--- src/rtl/cr_huf_comp_ph_loader.sv ---
// cr_huf_comp_ph_loader: sequences one predefined-Huffman slot load (22 long + 48 short table writes) from a 60-bit beat stream
// Optional feature macro: CR_HUF_COMP_PH_LOADER_CHKSUM_EN (adds a 71st XOR-checksum beat verified before load_done)
// Ports:
//   i_clk, i_rst_n                      clock, synchronous active-low reset
//   i_load_req, i_load_mem_id           start request and target slot, sampled only while idle
//   i_in_vld, i_in_data, o_in_rdy       table word stream, beat accepted on i_in_vld & o_in_rdy
//   o_long_wr/addr/mem_id/data          long-table write port, registered
//   o_shrt_wr/addr/mem_id/data          short-table write port, registered
//   o_busy, o_load_done, o_load_err     status: non-idle, completion pulse, reject/fail pulse
module cr_huf_comp_ph_loader #(
  parameter int LONG_WORDS = 22,
  parameter int SHRT_WORDS = 48,
  parameter int NUM_MEM_ID = 10
) (
  input  logic        i_clk,
  input  logic        i_rst_n,
  input  logic        i_load_req,
  input  logic [3:0]  i_load_mem_id,
  input  logic        i_in_vld,
  input  logic [59:0] i_in_data,
  output logic        o_in_rdy,
  output logic        o_long_wr,
  output logic [4:0]  o_long_addr,
  output logic [3:0]  o_long_mem_id,
  output logic [59:0] o_long_data,
  output logic        o_shrt_wr,
  output logic [5:0]  o_shrt_addr,
  output logic [3:0]  o_shrt_mem_id,
  output logic [59:0] o_shrt_data,
  output logic        o_busy,
  output logic        o_load_done,
  output logic        o_load_err
);
  typedef enum logic [2:0] {
    IDLE,
    LONG,
    SHRT,
`ifdef CR_HUF_COMP_PH_LOADER_CHKSUM_EN
    CHK,
`endif
    FIN
  } state_t;
  state_t      r_state;
  logic [5:0]  r_cnt;
  logic [3:0]  r_mem_id;
  logic        r_in_rdy;
  logic        r_long_wr;
  logic [4:0]  r_long_addr;
  logic [3:0]  r_long_mem_id;
  logic [59:0] r_long_data;
  logic        r_shrt_wr;
  logic [5:0]  r_shrt_addr;
  logic [3:0]  r_shrt_mem_id;
  logic [59:0] r_shrt_data;
  logic        r_busy;
  logic        r_load_done;
  logic        r_load_err;
`ifdef CR_HUF_COMP_PH_LOADER_CHKSUM_EN
  logic [59:0] r_csum;
`endif
  logic        w_acc;
  logic        w_id_ok;
  assign w_acc   = i_in_vld & r_in_rdy;
  assign w_id_ok = 5'(i_load_mem_id) < 5'(NUM_MEM_ID);
  always_ff @(posedge i_clk) begin
    if (!i_rst_n) begin
      r_state       <= IDLE;
      r_cnt         <= '0;
      r_mem_id      <= '0;
      r_in_rdy      <= 1'b0;
      r_long_wr     <= 1'b0;
      r_long_addr   <= '0;
      r_long_mem_id <= '0;
      r_long_data   <= '0;
      r_shrt_wr     <= 1'b0;
      r_shrt_addr   <= '0;
      r_shrt_mem_id <= '0;
      r_shrt_data   <= '0;
      r_busy        <= 1'b0;
      r_load_done   <= 1'b0;
      r_load_err    <= 1'b0;
`ifdef CR_HUF_COMP_PH_LOADER_CHKSUM_EN
      r_csum        <= '0;
`endif
    end else begin
      r_long_wr   <= 1'b0;
      r_shrt_wr   <= 1'b0;
      r_load_done <= 1'b0;
      r_load_err  <= 1'b0;
      case (r_state)
        IDLE: if (i_load_req) begin
          if (w_id_ok) begin
            r_mem_id <= i_load_mem_id;
            r_cnt    <= '0;
            r_state  <= LONG;
            r_in_rdy <= 1'b1;
            r_busy   <= 1'b1;
`ifdef CR_HUF_COMP_PH_LOADER_CHKSUM_EN
            r_csum   <= '0;
`endif
          end else begin
            r_load_err <= 1'b1;
          end
        end
        LONG: if (w_acc) begin
          r_long_wr     <= 1'b1;
          r_long_addr   <= r_cnt[4:0];
          r_long_mem_id <= r_mem_id;
          r_long_data   <= i_in_data;
`ifdef CR_HUF_COMP_PH_LOADER_CHKSUM_EN
          r_csum        <= r_csum ^ i_in_data;
`endif
          // the short phase starts on the very next beat, no bubble
          r_cnt   <= (r_cnt == 6'(LONG_WORDS - 1)) ? '0 : r_cnt + 6'd1;
          r_state <= (r_cnt == 6'(LONG_WORDS - 1)) ? SHRT : LONG;
        end
        SHRT: if (w_acc) begin
          r_shrt_wr     <= 1'b1;
          r_shrt_addr   <= r_cnt;
          r_shrt_mem_id <= r_mem_id;
          r_shrt_data   <= i_in_data;
          r_cnt         <= (r_cnt == 6'(SHRT_WORDS - 1)) ? '0 : r_cnt + 6'd1;
`ifdef CR_HUF_COMP_PH_LOADER_CHKSUM_EN
          r_csum        <= r_csum ^ i_in_data;
          r_state       <= (r_cnt == 6'(SHRT_WORDS - 1)) ? CHK : SHRT;
`else
          r_state       <= (r_cnt == 6'(SHRT_WORDS - 1)) ? FIN : SHRT;
          r_in_rdy      <= (r_cnt != 6'(SHRT_WORDS - 1));
`endif
        end
`ifdef CR_HUF_COMP_PH_LOADER_CHKSUM_EN
        // trailing checksum beat: compared only, never written
        CHK: if (w_acc) begin
          r_in_rdy   <= 1'b0;
          r_state    <= (i_in_data == r_csum) ? FIN : IDLE;
          r_busy     <= (i_in_data == r_csum);
          r_load_err <= (i_in_data != r_csum);
        end
`endif
        FIN: begin
          r_state     <= IDLE;
          r_busy      <= 1'b0;
          r_load_done <= 1'b1;
        end
        default: r_state <= IDLE;
      endcase
    end
  end
  assign o_in_rdy      = r_in_rdy;
  assign o_long_wr     = r_long_wr;
  assign o_long_addr   = r_long_addr;
  assign o_long_mem_id = r_long_mem_id;
  assign o_long_data   = r_long_data;
  assign o_shrt_wr     = r_shrt_wr;
  assign o_shrt_addr   = r_shrt_addr;
  assign o_shrt_mem_id = r_shrt_mem_id;
  assign o_shrt_data   = r_shrt_data;
  assign o_busy        = r_busy;
  assign o_load_done   = r_load_done;
  assign o_load_err    = r_load_err;
endmodule

--- config.mk ---
export PLATFORM = sky130hd
export DESIGN_NAME = cr_huf_comp_ph_loader
export DESIGN_NICKNAME = d
export VERILOG_FILES = /design/src/rtl/cr_huf_comp_ph_loader.sv
export SDC_FILE = /design/constraint.sdc
export NUM_CORES = 1
export LEC_CHECK = 0
export ABC_AREA = 0
export CAP_MARGIN = 20
export CORE_MARGIN = 5
export CORE_UTILIZATION = 44
export CTS_CLUSTER_SIZE = 10
export DETAILED_ROUTE_END_ITERATION = 10
export PLACE_DENSITY = 0.85
export SYNTH_ARGS = -nofsm -noshare
export SYNTH_HDL_FRONTEND = slang
export SYNTH_SLANG_ARGS = --single-unit
--- constraint.sdc ---
create_clock -name i_clk -period 2.1 [get_ports i_clk]
set_input_delay 0.42 -clock i_clk [delete_from_list [all_inputs] [get_ports i_clk]]
set_output_delay 0.42 -clock i_clk [all_outputs]
set_load 0.02 [all_outputs]
# [After elaboration in Yosys (flattened, before gate mapping)]
# Cells that the tools add are included.
[classes] n_addsub=1 n_mul=0 div=0 n_lt_le_gt_ge=1 n_eq_ne=10 n_shift=0 mux=22 n_bitwise=1 n_reduce_logical=14
[op_table] cell="6-bit 2-to-1 mux" n=6
[op_table] cell="6-bit case mux with 3 select lines" n=1
[op_table] cell="3-bit 2-to-1 mux" n=4
[op_table] cell="3-bit case mux with 3 select lines" n=1
[op_table] cell="3-bit AND reduction" n=3
[op_table] cell="2-bit != test (second input constant)" n=4
[op_table] cell="2-bit AND reduction" n=4
[op_table] cell="4-bit AND reduction" n=2
[op_table] cell="1-bit 2-to-1 mux" n=7
[op_table] cell="6-bit by 1-bit adder with 6-bit output (second input constant)" n=1
[op_table] cell="3-bit by 2-bit equality test with 1-bit output (second input constant)" n=2
[op_table] cell="6-bit by 5-bit equality test with 1-bit output (second input constant)" n=1
[op_table] cell="6-bit equality test (second input constant)" n=1
[op_table] cell="6-bit != test (second input constant)" n=1
[op_table] cell="5-bit AND reduction" n=1
[op_table] cell="4-bit less-than comparator (second input constant)" n=1
[op_table] cell="1-bit case mux with 2 select lines" n=2
[op_table] cell="2-bit nonzero test" n=2
[op_table] cell="3-bit by 1-bit equality test with 1-bit output (second input constant)" n=1
[op_table] cell="3-bit logical NOT" n=1
[op_table] cell="3-bit nonzero test" n=1
[op_table] cell="2-bit 2-to-1 mux" n=1
[op_table] cell="1-bit bitwise AND" n=1
[word_totals] register_bits=158 latchBits=0 mem_bits_rw=0 rom_bits=0 output_inout_bits=145 wordCells=64 n_memories=0

# [Logic depth before layout (Yosys ltp)]
[depth] word_depth=4 depth_mapped=8 depth_no_buf=6

# [Worst setup path before layout]
# OpenSTA, ideal clock, no wires.
[synth_timing] path_type="reg2reg" start="register r_state[0]" end="register r_cnt[5]" setup_ps=73 t_arrival_ps=1503 t_required_ps=2027 path_slack_ps=524 stages_incl_launch_ff=8 path_buffers=1 path_cell_list="dfxtp_1 > inv_1 > ha_1 > buf_4 > o2bb2ai_1 > o311a_4 > o2111ai_4 > o211ai_2"
[synth_between] elab_chain_len=3 elab_cells_between_ends=10 cone_classes="6 x eq/ne; 1 x mux; 3 x reduce/logical"
[synth_lines] element="start, declared" line="43" source="state_t r_state;"
[synth_lines] element="start signal, assigned" line="115" source="r_state <= (r_cnt == 6'(LONG_WORDS - 1)) ? SHRT : LONG;"
[synth_lines] element="start signal, assigned" line="127" source="r_state <= (r_cnt == 6'(SHRT_WORDS - 1)) ? FIN : SHRT;"
[synth_lines] element="3-bit by 1-bit equality test with 1-bit output, or another cell as far along" line="90" source="case (r_state)"
[synth_lines] element="2-bit != test (no source line) or 3-bit nonzero test (tied branches)"
[synth_lines] element="5-bit AND reduction (no source line)"
[synth_lines] element="end signal, assigned" line="114" source="r_cnt <= (r_cnt == 6'(LONG_WORDS - 1)) ? '0 : r_cnt + 6'd1;"
[synth_lines] element="end signal, assigned" line="122" source="r_cnt <= (r_cnt == 6'(SHRT_WORDS - 1)) ? '0 : r_cnt + 6'd1;"
[synth_lines] element="end, declared" line="44" source="logic [5:0] r_cnt;"
# Parallel ways exist; a longest one is shown, timed or not.
# A chain may end at the register's enable or synchronous reset.

# [Final worst setup path]
[layout_timing] start="register r_in_rdy, in the netlist o_in_rdy" end="output o_in_rdy"
[layout_rtl] element="start, declared" line="46" source="logic r_in_rdy;"
[layout_rtl] element="start signal, assigned" line="128" source="r_in_rdy <= (r_cnt != 6'(SHRT_WORDS - 1));"
[layout_rtl] element="end, declared" line="21" source="output logic o_in_rdy,"
# No word-level cell between the ends.

==> results.tsv <==
metric	value	unit
status	finished clean	
cp_top_family	buffers and inverters	
hold_path_class	reg2reg	
ctsLongestPathBuffers	2	
synth_edf_count	0	
grt_max_degree	71	
fin_setup_tns	0	ns
cp.required	1.68	ns
syn_area_per_cell	8.11	um^2
r2r.worst_path.cells	6	
hold_buffers	0	
fp.coreArea	12700	um^2
n_antenna_cell	0	
period_minus_slack	1.97	ns
synth-seq-area-share	0.546	
cp_max_fo	7	
synth_top_cell_area_share	0.546	
worst_pin_slew	0.586	ns
cp.buffers_inverters	1	
slowest_stage	clkdlybuf4s50_1	
postSynthCellCount	710	
holdWs	0.451	ns
num_rows	41	
drt_iter0_drc	352	
synth_warnings	0	
drt_pass1_iterations	5	
power.share.switching	0.248	
ctsResizeCount	0	
p_switching	1770	uW
cts-root-buf	clkbuf_16	
drc_errors	0	
insertion_delay	0.42	ns
place_hpwl	12.2	mm
die_area	15500	um^2
wl	17.5	mm
r2r_start	r_state[0]$_SDFFE_PN0P_	
cp-start-kind	flop	
final-seq-area	3140	um^2
p_int	5370	uW
wl_per_cell	16.1	um
setup_viol	0	
leakage	0.00290	uW
fin_worst_skew	0.00799	ns
p_clk_frac	0.427	
cts.htree.levels	4	
yosysMostFrequentCell	nand2_1	
antenna_found_initial	0	
seqPwrFrac	0.440	
grt_setup_unrepaired	no	
cpPeakStageDelay	0.66	ns
cap_violations	0	
io_pins	213	
max_freq	0.508	GHz
slew_headroom	0.606	
grt_pass1_wl	28.0	mm
postCtsSetupBuffers	0	
cp_cell_sequence	clkdlybuf4s50_1	
ir_worst_vdd	0.616	mV
initial_core_util	0.453	
combPwrFrac	0.133	
ys_top_cells_by_area	dfxtp_1 55%, nand2_1 18%, a21oi_1 12%	
area_growth	50.7	%
final_hold_viol_count	0	
multi_input_area	2380	um^2
layout.nets	977	
synthesis.nets	784	
io_buffers	212	
clock-sinks	157	
dieWidth	124	um
tritoncts	built	
die_height	124	um
ant_nets	0	
synthTopCellsByCount	281 x nand2_1, 157 x dfxtp_1, 140 x a21oi_1, 36 x clkbuf_1	
endpoint_kind	primary output	
synthArstFlopShare	0	
layout-drive-gt1-share	0.0699	
dpl-instance-area	8080	um^2
stdcell_area	8680	um^2
min_from	o_shrt_data[11]$_SDFFE_PN0P_	
clk_pin_slew_worst_paths	0.06	ns
reg2reg_slack	0.34	ns
overflow	0	
ys_seq_elements	157	
ys.flop_type	dfxtp_1	
min_to	o_shrt_data[11]$_SDFFE_PN0P_	
syn_area	5760	um^2
cts_made_buffers	17	
via_per_inst	5.07	
path_class	reg2out	
finalCritPeriodShare	0.937	
r2r-end	r_cnt[5]$_SDFFE_PN0P_	
grt_pass1_vias	5287	
cp.arrival	1.55	ns
vias	5521	
powerDensity	822	nW/um^2
drv_slew	0	
hold_depth	2	
yosysTopAreaCell	dfxtp_1	
gp_congestion	0.828	
fill_cells	982	
grtUsageTotal	0.221	
yosysUniqueCellTypes	41	
per-layer routing:
| layer | wire (um) | share of wire | global-route usage | vias up |
|---|---|---|---|---|
| li1 | - | - | - | 2717 |
| met1 | 7030 | 0.40 | 0.261 | 2546 |
| met4 | 444 | 0.025 | 0.0877 | 0 |
| met5 | 0 | 0 | 0 | - |
| met2 | 8250 | 0.47 | 0.356 | 225 |
| met3 | 1790 | 0.10 | 0.0948 | 33 |
stage by stage:
| step | std cells | setup slack [ns] | power, uW | util |
|---|---|---|---|---|
| after floorplan | 710 | 0.524 | 3710 | - |
| after global placement | 1056 | 0.160 | 4130 | 0.635 |
| after detailed placement | 1056 | 0.115 | 4150 | 0.635 |
| after CTS | 1088 | 0.112 | 7200 | 0.682 |
| after global routing | 1088 | 0.0716 | 7400 | 0.682 |
| final | 1088 | 0.133 | 7130 | 0.682 |
power groups by stage:
stage / clock, uW / combinational (uW) / sequential, uW
2_1_floorplan: 0 / 430 / 3280
3_3_place_gp: 0 / 931 / 3200
3_5_place_dp: 0 / 943 / 3200
4_1_cts: 3110 / 952 / 3140
5_1_grt: 3240 / 1010 / 3150
6_report: 3050 / 947 / 3140
how the worst max path moves through the flow:
stage | to | from | cells past startpoint
after floorplan | r_cnt[5]$_SDFFE_PN0P_ | r_state[0]$_SDFFE_PN0P_ | 7
after global placement | r_cnt[4]$_SDFFE_PN0P_ | i_load_req | 5
after detailed placement | r_cnt[2]$_SDFFE_PN0P_ | i_load_req | 5
after CTS | o_in_rdy | o_in_rdy$_SDFFE_PN0P_ | 1
after global routing | o_in_rdy | o_in_rdy$_SDFFE_PN0P_ | 1
final | o_in_rdy | o_in_rdy$_SDFFE_PN0P_ | 1
area by class of cell:
cell class | instances | area share
Sequential cell | 157 | 0.362
Inverter | 10 | 0.00461
Tap cell | 172 | 0.0248
Multi-Input combinational cell | 492 | 0.274
Clock buffer | 22 | 0.0558
Clock inverter | 10 | 0.0130
Timing Repair Buffer | 225 | 0.266
cells by family after synthesis:
group / synth area share
adder cells (fa/ha/maj): 0.0130
multiplexers: 0.00695
flip-flops: 0.546
AO/OA/AOI/OAI: 0.172
AND/OR/NAND/NOR: 0.217
buffers and inverters: 0.0452
cell usage in the layout, fill, tap and decap left out, types with 5 or more instances in the layout:
cell,instances
clkbuf_16,17
buf_4,6
dfxtp_1,157
ha_1,6
o2111ai_1,5
clkinvlp_4,5
buf_12,7
nand2_1,281
a21oi_1,140
nor2_1,10
inv_1,9
clkdlybuf4s50_1,212
flip-flops by register name (all words and copies together) (netlist names), 2 cells and up:
register and count:
o_long_addr 5, o_long_data 60, o_long_mem_id 4, o_shrt_addr 6
o_shrt_data 60, o_shrt_mem_id 4, r_cnt 6, r_mem_id 4
r_state 2
Note: power is estimated with default switching activity, not from simulation.
